`src/rtl/map_timer_if.sv`:
```
// Register bus for the map_timer: 2-bit register select, 16-bit write data,
// write strobe and combinational read data.
interface map_timer_if;
  logic [1:0]  i_memAddr;
  logic [15:0] i_memDataIn;
  logic        i_memWrEn;
  logic [15:0] o_memDataOut;

  modport master (
    output i_memAddr,
    output i_memDataIn,
    output i_memWrEn,
    input  o_memDataOut
  );

  modport slave (
    input  i_memAddr,
    input  i_memDataIn,
    input  i_memWrEn,
    output o_memDataOut
  );
endinterface

```
`src/rtl/map_timer.sv`:
```
// map_timer: memory-mapped 16-bit up-counter with a 2^PRE prescaler.
// COUNT wraps to 0 when a tick finds COUNT==MAX. That wrap raises a
// one-cycle registered overflow pulse on o_intOVF.
module map_timer (
  input  logic        i_clk,
  input  logic        i_rstn,
  map_timer_if.slave  bus,
  output logic        o_intOVF
);

  localparam logic [1:0] ADDR_CTRL  = 2'b00;
  localparam logic [1:0] ADDR_MAX   = 2'b01;
  localparam logic [1:0] ADDR_COUNT = 2'b10;

  logic        en_r;
  logic [2:0]  pre_r;
  logic [15:0] max_r;
  logic [15:0] count_r;
  logic [6:0]  ps_r;
  logic        ovf_r;

  logic        ctrl_wr_s;
  logic        max_wr_s;
  logic        count_wr_s;
  logic        tick_s;
  logic        at_max_s;
  logic        ovf_event_s;
  logic [6:0]  ps_next_s;
  logic [15:0] count_next_s;
  logic [15:0] rdata_s;

  // Terminal prescaler value for a given PRE setting: 2^PRE - 1.
  function automatic logic [6:0] pre_mask(input logic [2:0] pre);
    logic [6:0] m;
    case (pre)
      3'd0:    m = 7'h00;
      3'd1:    m = 7'h01;
      3'd2:    m = 7'h03;
      3'd3:    m = 7'h07;
      3'd4:    m = 7'h0F;
      3'd5:    m = 7'h1F;
      3'd6:    m = 7'h3F;
      3'd7:    m = 7'h7F;
      default: m = 7'h7F;
    endcase
    return m;
  endfunction

  // Decode write strobes per register; address 11 decodes to nothing.
  always_comb begin
    ctrl_wr_s  = 1'b0;
    max_wr_s   = 1'b0;
    count_wr_s = 1'b0;
    if (bus.i_memWrEn) begin
      case (bus.i_memAddr)
        ADDR_CTRL:  ctrl_wr_s  = 1'b1;
        ADDR_MAX:   max_wr_s   = 1'b1;
        ADDR_COUNT: count_wr_s = 1'b1;
        default: begin
          ctrl_wr_s  = 1'b0;
          max_wr_s   = 1'b0;
          count_wr_s = 1'b0;
        end
      endcase
    end else begin
      ctrl_wr_s  = 1'b0;
      max_wr_s   = 1'b0;
      count_wr_s = 1'b0;
    end
  end

  // Tick and counter next-state. Tick uses the current (pre-write) CTRL,
  // the compare uses the current MAX, and a COUNT write wins over a tick.
  always_comb begin
    tick_s       = en_r && (ps_r == pre_mask(pre_r));
    at_max_s     = (count_r == max_r);
    ovf_event_s  = 1'b0;
    ps_next_s    = ps_r;
    count_next_s = count_r;

    if (ctrl_wr_s) begin
      ps_next_s = 7'd0;
    end else if (tick_s) begin
      ps_next_s = 7'd0;
    end else if (en_r) begin
      ps_next_s = ps_r + 7'd1;
    end else begin
      ps_next_s = ps_r;
    end

    if (count_wr_s) begin
      count_next_s = bus.i_memDataIn;
      ovf_event_s  = 1'b0;
    end else if (tick_s && at_max_s) begin
      count_next_s = 16'd0;
      ovf_event_s  = 1'b1;
    end else if (tick_s) begin
      count_next_s = count_r + 16'd1;
      ovf_event_s  = 1'b0;
    end else begin
      count_next_s = count_r;
      ovf_event_s  = 1'b0;
    end
  end

  // Register state; synchronous active-low reset overrides writes and ticks.
  always_ff @(posedge i_clk) begin
    if (!i_rstn) begin
      en_r    <= 1'b0;
      pre_r   <= 3'd0;
      max_r   <= 16'd0;
      count_r <= 16'd0;
      ps_r    <= 7'd0;
      ovf_r   <= 1'b0;
    end else begin
      if (ctrl_wr_s) begin
        en_r  <= bus.i_memDataIn[0];
        pre_r <= bus.i_memDataIn[3:1];
      end
      if (max_wr_s) begin
        max_r <= bus.i_memDataIn;
      end
      count_r <= count_next_s;
      ps_r    <= ps_next_s;
      ovf_r   <= ovf_event_s;
    end
  end

  // Zero-latency, side-effect-free register read mux.
  always_comb begin
    rdata_s = 16'h0000;
    case (bus.i_memAddr)
      ADDR_CTRL:  rdata_s = {12'h000, pre_r, en_r};
      ADDR_MAX:   rdata_s = max_r;
      ADDR_COUNT: rdata_s = count_r;
      default:    rdata_s = 16'h0000;
    endcase
  end

  assign bus.o_memDataOut = rdata_s;
  assign o_intOVF         = ovf_r;

endmodule

```
`src/flat_wrapper.sv`:
```
// flat-port wrapper written by rule: the top's interface ports become plain ports
module map_timer_flat 
  (i_clk, i_rstn, o_intOVF, bus_i_memAddr, bus_i_memDataIn, bus_i_memWrEn, bus_o_memDataOut);
  map_timer_if bus_i ();
  input  logic i_clk;
  input  logic i_rstn;
  output logic o_intOVF;
  input wire logic [$bits(bus_i.i_memAddr)-1:0] bus_i_memAddr;
  input wire logic [$bits(bus_i.i_memDataIn)-1:0] bus_i_memDataIn;
  input wire logic [$bits(bus_i.i_memWrEn)-1:0] bus_i_memWrEn;
  output wire logic [$bits(bus_i.o_memDataOut)-1:0] bus_o_memDataOut;
  assign bus_i.i_memAddr = bus_i_memAddr;
  assign bus_i.i_memDataIn = bus_i_memDataIn;
  assign bus_i.i_memWrEn = bus_i_memWrEn;
  assign bus_o_memDataOut = bus_i.o_memDataOut;
  map_timer u_core (.i_clk(i_clk), .i_rstn(i_rstn), .bus(bus_i), .o_intOVF(o_intOVF));
endmodule
```
`config.mk`:
```
export PLATFORM = sky130hd
export DESIGN_NAME = map_timer_flat
export DESIGN_NICKNAME = d
export VERILOG_FILES = /design/src/rtl/map_timer_if.sv /design/src/rtl/map_timer.sv /design/src/flat_wrapper.sv
export SDC_FILE = /design/constraint.sdc
export NUM_CORES = 1
export LEC_CHECK = 0
export ABC_AREA = 1
export BUFFER_PORTS_ARGS = -buffer_cell sky130_fd_sc_hd__buf_2
export CORE_UTILIZATION = 35
export DETAILED_ROUTE_END_ITERATION = 12
export SLEW_MARGIN = 40
export SYNTH_ARGS = -nofsm -noshare
export SYNTH_HDL_FRONTEND = slang
export SYNTH_SLANG_ARGS = --single-unit
```
`constraint.sdc`:
```
create_clock -name i_clk -period 1.3 [get_ports i_clk]
set_input_delay 0 -clock i_clk [delete_from_list [all_inputs] [get_ports i_clk]]
set_output_delay 0 -clock i_clk [all_outputs]
set_load 0.1 [all_outputs]
```
======== Yosys cells after proc, flatten, opt, wreduce, memory -nomap -nowiden ========
Memory sizes are Yosys's and may differ from the RTL's. A register that Yosys moved wholly into a read port is not among the register bits.
Cells that the tools add are included.
cells by class
  $add $sub $neg .......................... 2
  multiply operators ...................... 0
  div/mod/pow operators ................... 0
  $lt $le $gt $ge ......................... 0
  equality and inequality tests ........... 4
  shift operators ......................... 0
  mux-type cells .......................... 13
  bitwise logic cells ..................... 1
  reductions and logical operators ........ 6
operators by type and width
  cell                     count
  $mux W16                 3
  $pmux W16 S3             1
  $add A16 B1 Y16 const B  1
  $eq A16 B16 Y1           1
  $add A7 B1 Y7 const B    1
  $eq A7 B7 Y1             1
  $mux W1                  7
  $mux W3                  2
  $reduce_bool A3 Y1       1
  $reduce_or A3 Y1         1
  $eq A2 B1 Y1 const B     1
  $eq A2 B2 Y1 const B     1
  $logic_and A1 B1 Y1      2
  $logic_not A2 Y1         1
  $reduce_or A2 Y1         1
  $not A1 Y1               1
storage, ports and cells
  bits in registers ....................... 44
  latch bits .............................. 0
  RAM bits ................................ 0
  ROM bits ................................ 56
  word-level logic and storage cells ...... 33
  memories ................................ 1
memories
  name              words  width  rd ports  clocked after Yosys merged registers in  wr ports  RTL line         source
  (name not given)  8      7      1         1                                        0         map_timer.sv:35  case (pre)

======== Longest topological paths before layout ========
  word-level depth ........................ 5
  gate-level depth with buffers ........... 12

======== Worst setup path before layout ========
OpenSTA, ideal clock, no wires.
  kind .................................... reg-to-output
  start point ............................. register u_core.count_r[3]
  end point ............................... output bus_o_memDataOut[3]
  arrival time ............................ 2.035 ns
  required time ........................... 1.300 ns
  path slack .............................. -0.735 ns
  stages on the path, launching flop included .. 3
  cells stage by stage .................... dfxtp_1 -> inv_1 -> o221ai_1
between the ends
  longest elaborated chain between the ends .. 1
ends and longest elaborated chain
  item                    RTL line            source
  from (decl)             map_timer.sv:18     logic [15:0] count_r;
  from (signal assigned)  map_timer.sv:123    count_r <= count_next_s;
  $pmux W16 S3            map_timer.sv:132    case (bus.i_memAddr)
  to (decl)               flat_wrapper.sv:11  output wire logic [$bits(bus_i.o_memDataOut)-1:0] bus_o_memDataOut;
No other way between the ends.

======== Worst setup path in the final report ========
  start point ............................. register u_core.count_r[0]
  end point ............................... register u_core.count_r[6]
between the ends
  longest elaborated chain between the ends .. 4
  elaborated cells between the ends (all ways) .. 7
ends and longest elaborated chain
  item                                                      RTL line                          source
  $add A16 B1 Y16 / $eq A16 B16 Y1 (equally long branches)  map_timer.sv:98, map_timer.sv:76
  $mux W16 / $logic_and A1 B1 Y1 (equally long branches)    map_timer.sv:97, map_timer.sv:94
  $mux W16                                                  map_timer.sv:94                   end else if (tick_s && at_max_s) begin
  $mux W16                                                  map_timer.sv:91                   if (count_wr_s) begin
Several ways; a longest one is shown, not always the timed one. The select of a mux whose other input is x is not followed.
A chain may end at the register's enable or synchronous reset.

==> metrics.txt <==
Psw=0.00128 W; clock share of power=0.251; Initial Utilization=0.364; Fmax=692 MHz; hold_ws=-3.25 ps; part of the power in registers=0.446; share of layout cells above drive strength 1=0.463; clock-pin slew on the worst setup and hold paths=100 ps; largest cells by area after synthesis=dfxtp_1 32%, nand2_1 18%, inv_1 8.7%, a21oi_1 6.0%, nor2_1 4.9%; failing checks=negative hold slack, negative setup slack; final slew viol count=0; total CTS buffers=5; initial DRC count=149; Slowest Stage Delay on Critical Path=390 ps; RSZ-0062 raised after global routing=yes; max-cap viol count=0; first-pass GRT wire length=15700 um; vias post-DR=3628; area grow syn2layout=62.1%; clk buf depth=2; DRC Markers=0; fin nets=653; top-count cell post-synth=nand2_1; clock tree sinks=51; global route overflow=0; # diodes=0; routed wire length=10200 um; Sw Ratio=0.340; CP Capture Type=register; slowest CP cell=dfxtp_4; final setup vio count=21; Post-Route Utilization=0.590; vias in the first global route=3454; post-synth cell types=30; Synth Net Count=528; worst skew pair latency=310 ps; Static Leakage=2.20 nW; final worst path period need=1450 ps; register area share after synthesis=0.320; crit-path leading delay family=simple AND/OR/NAND/NOR gates; EDFF count, synth=0; final worst slack=-146 ps; PortBufs=37; WL per Instance=13.8 um; flops & latches, synth=51; crit path max fanout=8; post-placement setup slack=-199 ps; Max-slew headroom=0.680; Yosys Warn Count=0; Cells after Synth=505; Async SR Flop Fraction=0; CP arrival=1650 ps; final setup skew=12.7 ps; most frequent cell on the critical path=nand2_2; I/O pin count=38; chip height=97.4 um; Fin. Hold Viols=1; Core Box Area=0.00876 mm^2; via density per instance=4.91; CTS Root Cell=clkbuf_8; Hold Path Class=in2reg; GP Congestion=0.890; CP Cell Sequence=buf_6 -> nand2_2 -> nand2_2 -> nor2_2 -> nand2_2 -> nor2_4 -> nand2_4 -> clkbuf_16 -> nand4_1 -> a21oi_1; CTS tree=built; Crit path buffers/inverters=2; die width=97.4 um; Gate power share=0.303; row count=34; Overall Global Routing Usage=0.202; kind of critical path=reg2reg; die area=0.00949 mm^2; DP HPWL=6830 um; pwr/cell area=728 mW/mm^2; Slew @ Worst Pin=483 ps; largest area contributor in the netlist=dfxtp_1; Final Cycle Share=1.11; Mapped Avg Cell Area=6.31 um^2; Mapped Area=0.00319 mm^2; Synth top area share=0.320; initial antenna violation count=0; largest net degree at the start of global routing=33; depth of the CTS H-tree=2; Layout fillers=757; ys flop type=dfxtp_1; maximum vdd drop=369 uV; critical path required time=1500 ps; status=finished, violations left; Detailed Routing Iterations Pass 1=4; P_int=0.00248 W; top post-synthesis cells by count=150 x nand2_1, 74 x inv_1, 51 x dfxtp_1, 42 x nor2_1, 38 x a21oi_1; Antenna Nets Post-Route=0; crit path launch type=register
==> what timing repair did <==
item                       in CTS  in global routing
gates resized for setup        24                108
setup endpoints to repair      27                 34
hold endpoints to repair        7                  0
hold buffers                    7                  0
setup buffers                   0                  8
cloned                          0                  4
pin swaps                       4                 36
==> worst reg2reg max path, stage by stage, from the launching register on <==
cell       delay [ps]
dfxtp_4           390
buf_6             120
nand2_2            60
nand2_2            50
nor2_2             90
nand2_2            90
nor2_4            130
nand2_4            90
clkbuf_16         170
nand4_1            80
a21oi_1            70
==> stage by stage <==
stage	hold WS, ps	area (um^2)	cells	TNS [ps]	power [W]
finish	-3.25	5170	739	-2000	0.00376
global route	18.8	5170	739	-3670	0.00395
CTS	1.24	4680	727	-1040	0.00359
detailed placement	312	4420	712	-3210	0.00262
global placement	298	4420	712	-2730	0.00260
floorplan	188	3320	505	-1960	0.00225
==> power by group through the flow <==
| stage | clock (W) | combinational (W) | sequential (W) |
|---|---|---|---|
| after detailed placement | 0 | 0.000907 | 0.00171 |
| final | 0.000946 | 0.00114 | 0.00168 |
| after global routing | 0.00103 | 0.00123 | 0.00169 |
| after global placement | 0 | 0.000896 | 0.00171 |
| after CTS | 0.000968 | 0.000949 | 0.00167 |
| after floorplan | 0 | 0.000544 | 0.00171 |
==> routing by layer <==
metal,vias up,track usage,wire length (um)
met5,-,0,0
met4,0,0.0566,193
met3,14,0.0252,410
met2,80,0.342,4880
met1,1672,0.268,4720
li1,1862,-,-
==> cells in the final DEF, fill, tap and decap left out, types with 2 or more instances in the layout <==
cell type	instances
a21oi_1	31
buf_6	9
inv_2	24
nor3_2	4
xor2_1	5
nand3_2	14
o22ai_4	6
a21oi_2	7
nor3_1	2
buf_2	21
nand2_1	132
nand2_4	3
inv_4	2
clkbuf_16	4
o221ai_4	4
buf_12	20
nor2_2	11
dfxtp_4	6
dlygate4sd3_1	7
o21ai_1	2
o21ai_0	18
nor2_4	13
nand4_1	21
nand3_1	14
o22ai_2	6
dfxtp_1	18
inv_1	63
clkbuf_8	5
nand3_4	4
nor2_1	25
nand2_2	19
dfxtp_2	27
buf_4	74
==> path summary, 6_finish.rpt <==
check                       from           endpoint  slack, ps  cells past startpoint
min reg2reg       u_core.ps_r[6]     u_core.ps_r[6]        510                      2
max            u_core.count_r[0]  u_core.count_r[6]       -150                     10
min          bus_i_memDataIn[12]   u_core.max_r[12]         -3                      3
max reg2reg    u_core.count_r[0]  u_core.count_r[6]       -150                     10
==> layout make-up <==
cell class	instances	area [um^2]	share of cell area
multi-input cells	348	2200	0.425
repair buffers	135	1330	0.258
flip-flops and latches	51	1080	0.208
inverters	89	339	0.0656
well taps	108	135	0.0262
clock buffers	6	72.6	0.0140
clock inverters	2	12.5	0.00242
==> logic make-up after synthesis <==
family	Yosys count	share of synthesized area
buffers and inverters	106	0.136
adders and majority gates	2	0.00785
DFF	51	0.320
and+or+nand+nor	265	0.392
AOI/OAI and AO/OA	75	0.127
xor gates and xnor gates	6	0.0165
No activity file was read; power rests on OpenSTA's default activity.
